**config.mk**
```make
export PLATFORM = sky130hd
export DESIGN_NAME = exec_scoreboard
export DESIGN_NICKNAME = d
export VERILOG_FILES = /design/src/rtl/exec_scoreboard.sv
export SDC_FILE = /design/constraint.sdc
export NUM_CORES = 2
export LEC_CHECK = 0
export CAP_MARGIN = 10
export CORE_MARGIN = 2
export CORE_UTILIZATION = 40
export DETAILED_ROUTE_END_ITERATION = 7
export PLACE_DENSITY = 0.57
export SETUP_SLACK_MARGIN = 0.02
export SYNTH_ARGS = -nofsm -noshare
export SYNTH_HDL_FRONTEND = slang
export SYNTH_SLANG_ARGS = --single-unit
```
**constraint.sdc**
```tcl
create_clock -name clk -period 19.5 [get_ports clk]
set_clock_uncertainty 0.15 [all_clocks]
set_input_delay 1.95 -clock clk [delete_from_list [all_inputs] [get_ports clk]]
set_output_delay 1.95 -clock clk [all_outputs]
set_load 0.01 [all_outputs]
```
**src/rtl/exec_scoreboard.sv**
```systemverilog
// Issue-stage scoreboard: per-register busy counters plus a writeback slot
// vector that enforces RAW/WAW ordering and a single writeback port.
module exec_scoreboard #(
  parameter int NUM_REGS = 128,
  parameter int MAX_LAT  = 7
) (
  input  logic        clk,
  input  logic        reset,
  input  logic        issue_valid,
  output logic        issue_ready,
  input  logic [6:0]  src_a,
  input  logic [6:0]  src_b,
  input  logic [6:0]  src_c,
  input  logic        src_a_en,
  input  logic        src_b_en,
  input  logic        src_c_en,
  input  logic [6:0]  dst_rt,
  input  logic        dst_we,
  input  logic [2:0]  lat,
  output logic        wb_valid,
  output logic [6:0]  wb_rt,
  output logic [15:0] stall_count
);

  logic [2:0]            cnt_r [NUM_REGS];
  logic [MAX_LAT:1]      slot_v_r;
  logic [MAX_LAT:1]      slot_v_shift_s;
  logic [MAX_LAT:1]      slot_v_next_s;
  logic [MAX_LAT:1][6:0] tag_r;
  logic [MAX_LAT:1][6:0] tag_shift_s;
  logic [MAX_LAT:1][6:0] tag_next_s;
  logic [2:0]            eff_lat_s;
  logic                  raw_s;
  logic                  waw_s;
  logic                  slot_conflict_s;
  logic                  issue_s;

  // Latency class clamped into 1..MAX_LAT (0 behaves as 1)
  always_comb begin
    if (lat == 3'd0) begin
      eff_lat_s = 3'd1;
    end else if (lat > 3'(MAX_LAT)) begin
      eff_lat_s = 3'(MAX_LAT);
    end else begin
      eff_lat_s = lat;
    end
  end

  // Slot contents as they will look after this cycle's shift
  assign slot_v_shift_s = {1'b0, slot_v_r[MAX_LAT:2]};
  assign tag_shift_s    = {7'd0, tag_r[MAX_LAT:2]};

  // Hazard detection; a source equal to dst_rt only sees the current busy state
  always_comb begin
    raw_s = (src_a_en && (cnt_r[src_a] != 3'd0)) ||
            (src_b_en && (cnt_r[src_b] != 3'd0)) ||
            (src_c_en && (cnt_r[src_c] != 3'd0));
    waw_s = dst_we && (cnt_r[dst_rt] != 3'd0);
    slot_conflict_s = 1'b0;
    for (int i = 1; i <= MAX_LAT; i++) begin
      if (eff_lat_s == 3'(i)) begin
        slot_conflict_s = slot_v_shift_s[i];
      end else begin
        slot_conflict_s = slot_conflict_s;
      end
    end
    issue_ready = !(raw_s || waw_s || (dst_we && slot_conflict_s));
    issue_s     = issue_valid && issue_ready && dst_we;
  end

  // Next slot vector: shift toward slot 1 and insert the newly issued writeback
  always_comb begin
    slot_v_next_s = slot_v_shift_s;
    tag_next_s    = tag_shift_s;
    for (int i = 1; i <= MAX_LAT; i++) begin
      if (issue_s && (eff_lat_s == 3'(i))) begin
        slot_v_next_s[i] = 1'b1;
        tag_next_s[i]    = dst_rt;
      end else begin
        slot_v_next_s[i] = slot_v_shift_s[i];
        tag_next_s[i]    = tag_shift_s[i];
      end
    end
  end

  // Writeback slot registers
  always_ff @(posedge clk or posedge reset) begin
    if (reset) begin
      slot_v_r <= '0;
      tag_r    <= '0;
    end else begin
      slot_v_r <= slot_v_next_s;
      tag_r    <= tag_next_s;
    end
  end

  // Busy counters: load on issue wins over the per-cycle decrement
  always_ff @(posedge clk or posedge reset) begin
    if (reset) begin
      for (int r = 0; r < NUM_REGS; r++) begin
        cnt_r[r] <= 3'd0;
      end
    end else begin
      for (int r = 0; r < NUM_REGS; r++) begin
        if (issue_s && (dst_rt == 7'(r))) begin
          cnt_r[r] <= eff_lat_s;
        end else if (cnt_r[r] != 3'd0) begin
          cnt_r[r] <= cnt_r[r] - 3'd1;
        end else begin
          cnt_r[r] <= cnt_r[r];
        end
      end
    end
  end

  // Saturating stall counter
  always_ff @(posedge clk or posedge reset) begin
    if (reset) begin
      stall_count <= 16'd0;
    end else if (issue_valid && !issue_ready && (stall_count != 16'hFFFF)) begin
      stall_count <= stall_count + 16'd1;
    end else begin
      stall_count <= stall_count;
    end
  end

  assign wb_valid = slot_v_r[1];
  assign wb_rt    = tag_r[1];

endmodule

```
==> out/results.tsv <==
metric	value	unit
clk buf depth	3	
total number of vias	27898	
total global-route track usage	25.1	%
Max-Cap Viols	0	
required time of the critical path	17.40	ns
Final Util	44.3	%
DR pass1 iterations	6	
Critical Path Fanout Max	42	
top cell type's share of synthesized area	32.6	%
Mapped Cells	3541	
worst flop-to-flop path startpoint	cnt_r[264]	
Fin. Hold Viols	0	
Mapped Nets	3836	
relative slew slack	18.3	%
Synth Cell Area	0.0350	sq mm
Placeable Area	0.0868	sq mm
postcts setup bufs	0	
vias in the first global route	27398	
top cells by area, synth	dfrtp_1 33%, mux2_2 11%, ha_1 9.2%	
share of layout cells above drive strength 1	18.1	%
routed len/inst	24.0	um
min cycle time layout	9.13	ns
Fmax	0.110	GHz
#FFs+latches synth	456	
setup_tns	0	ns
clk slew on worst S/H paths	0.06	ns
placed wire-length estimate	79500	um
Ys Warns	0	
hold slack final	0.310	ns
CP max-delay cell	clkinv_1	
Area Overhead vs Synth	9.68	%
worst skew pair latency	0.63	ns
critical path cell sequence	buf_2, buf_4, clkinv_1, mux4_2, mux2i_1, nor3_1, or4_1, and3_1, nand3_1, a311o_1, inv_1, clkdlybuf4s50_1	
ANT nets after route	0	
Setup crit end kind	output pin	
Post-synth EDFFs	0	
cell family with most CP delay	buffers and inverters	
# setup viols final	0	
Initial Util	40.4	%
Unique masters post-synth	82	
largest net degree at the start of global routing	169	
via/cell ratio	5.90	
worst hold start	slot_v_r[5]	
Setup CP Type	in2out	
cts bufs inserted	54	
Hold Path Class	reg2reg	
PostCTS Resize Cnt	0	
Worst path max stage delay	0.89	ns
Die Ht	300	um
CTS Hold Bufs	0	
PortBufs	62	
die area	0.0899	sq mm
Async S/R FF share, synth	100	%
die width	300	um
GPL Wtd Cong	0.971	
Yosys top cell by area	dfrtp_1	
Net count, final	3824	
Avg Cell Area, Syn	9.89	sq um
CP Depth	12	
power density over the cells	157	mW/mm^2
leakage	16.8	nW
clk sinks	456	
row count	108	
final worst-path cycle share	46.8	%
pre-CTS WS	10.49	ns
dpl cells	4627	
WHS Path Cells	1	
RSZ-0062 raised after global routing	false	
root buffer cell	clkbuf_16	
antenna violations before repair	3	
Hold EP	slot_v_r[4]	
Initial DRC Count	2673	
outcome	finished clean	
slew at the pin closest to its max-slew limit	1.22	ns
final WL	114000	um
I/O pins	63	
CTS tree	yes	
Primary FF master, synth	dfrtp_1	
total grt overflow	0	
min setup slack post-route	10.37	ns
first-pass GRT wire length	173000	um
Reg-to-Reg End	cnt_r[112]	
DRC Markers	0	
worst path bufs/invs	5	
maximum vdd drop	0.0893	mV
Non-Filler Instances	4727	
Seq/Total Area, Yosys	32.6	%
startpoint types	primary input	
FF-to-FF setup slack	14.16	ns
Critical Path AT	7.03	ns
Final Slew Violations	0	
reg2reg path depth	10	
CTS H-tree lvls	2	
[kinds of logic (layout without fill, tap and decap cells)]
family	count (synthesis)	in the layout	synth area share [%]
buffers and inverters	445	475	5.21
muxes	707	707	25.9
DFF	456	456	32.6
and+or+nand+nor	1120	1120	15.8
AOI/OAI and AO/OA	413	413	7.76
adders and majority gates	257	257	9.18
xor gates and xnor gates	143	143	3.58
other	0	1	0
[worst register-to-register path, cell delays in order (launching register included)]
cell and delay [ns]:
dfrtp_1 0.40, nor3_1 0.81, mux4_2 0.39, a2111oi_0 0.14
a2111oi_2 0.41, a21oi_1 0.11, a311o_1 0.43, a211oi_2 0.47
nand4_1 0.91, nor2_1 0.63, mux2_2 0.38
[power breakdown]
part	internal, mW	switching [mW]
Sequential	1.40	0.687
Clock	0.625	0.437
Combinational	1.55	1.32
Total	3.57	2.44
[metrics by stage]
| stage | power, mW | area, sq um |
|---|---|---|
| finish | 6.01 | 38400 |
| global route | 6.50 | 38400 |
| CTS | 6.01 | 38400 |
| floorplan | 4.16 | 35000 |
| detailed placement | 4.92 | 36600 |
| global placement | 4.85 | 36600 |
[worst max path at each step]
stage	startpoint	to	slack [ns]
CTS	src_c[1]	issue_ready	10.48
detailed placement	src_c[1]	issue_ready	10.49
global route	src_c[1]	issue_ready	10.23
global placement	src_c[1]	issue_ready	10.50
finish	src_c[1]	issue_ready	10.37
floorplan	reset	cnt_r[0]	4.69
[synth_stat cells (9+ instances only)]
| library cell | count |
|---|---|
| nor2_1 | 470 |
| dfrtp_1 | 456 |
| mux2_2 | 340 |
| inv_1 | 274 |
| ha_1 | 257 |
| a21oi_1 | 177 |
| mux2i_1 | 173 |
| nor3_1 | 163 |
| nand2b_1 | 158 |
| xnor2_1 | 140 |
| nand2_1 | 128 |
| mux4_2 | 111 |
| clkbuf_1 | 77 |
| mux2_1 | 63 |
| buf_2 | 54 |
| nor4_1 | 54 |
| a211oi_1 | 44 |
| nand3_1 | 23 |
| o21ai_0 | 21 |
| mux2_4 | 20 |
| a31oi_1 | 19 |
| a2111oi_0 | 17 |
| buf_4 | 17 |
| nor4b_1 | 17 |
| or4_1 | 16 |
| buf_1 | 15 |
| a211o_1 | 13 |
| o211ai_1 | 13 |
| nand4_1 | 12 |
| o31ai_1 | 12 |
| a22oi_1 | 11 |
| o311ai_0 | 11 |
| or3_1 | 11 |
| nand2_4 | 10 |
| o2111ai_1 | 10 |
| and3_1 | 9 |
[sequential cells by signal, indices dropped and copies added, names as in the netlist]
signal	flops
cnt_r	384
slot_v_r	7
stall_count	16
tag_r	42
wb_rt	7
[cell type report]
class / instances / area, sq um
timing repair buffer: 98 / 858
inverter: 279 / 1050
fill: 8252 / 48300
clock inverter: 20 / 233
antenna: 1 / 2.50
multi-input combinational: 2640 / 21800
tap: 1155 / 1450
clock buffer: 78 / 1610
sequential: 456 / 11400
[per-layer routing]
layer  up-vias  part of all wire [%]  track usage (%)
met2      1297                    43             38.5
met3       355                   9.3             5.61
met5         -                  0.13            0.952
li1      12562                     -                -
met4         6                   6.0             13.1
met1     13678                    41             33.1
[cell usage in the layout (no fill, tap or decap), types with 9 or more instances in the layout]
cell / count
o21ai_0: 21
nand2_4: 10
nor2_1: 469
clkbuf_8: 17
dfrtp_1: 456
o311ai_0: 11
nand3_1: 23
mux2_1: 63
o211ai_1: 13
nor4b_1: 17
mux2_4: 20
a21oi_1: 177
clkdlybuf4s50_1: 48
mux2i_1: 173
nor3_1: 163
or3_1: 11
buf_2: 9
nand2_1: 128
nand4_1: 12
nor4_1: 54
and3_1: 9
a2111oi_0: 17
o2111ai_1: 10
buf_4: 39
a211oi_1: 44
a22oi_1: 11
nand2b_1: 158
a211o_1: 13
xnor2_1: 140
clkbuf_16: 54
ha_1: 257
o31ai_1: 12
mux2_2: 340
inv_1: 273
a31oi_1: 19
or4_1: 16
mux4_2: 111
(Power assumes the default switching activity.)
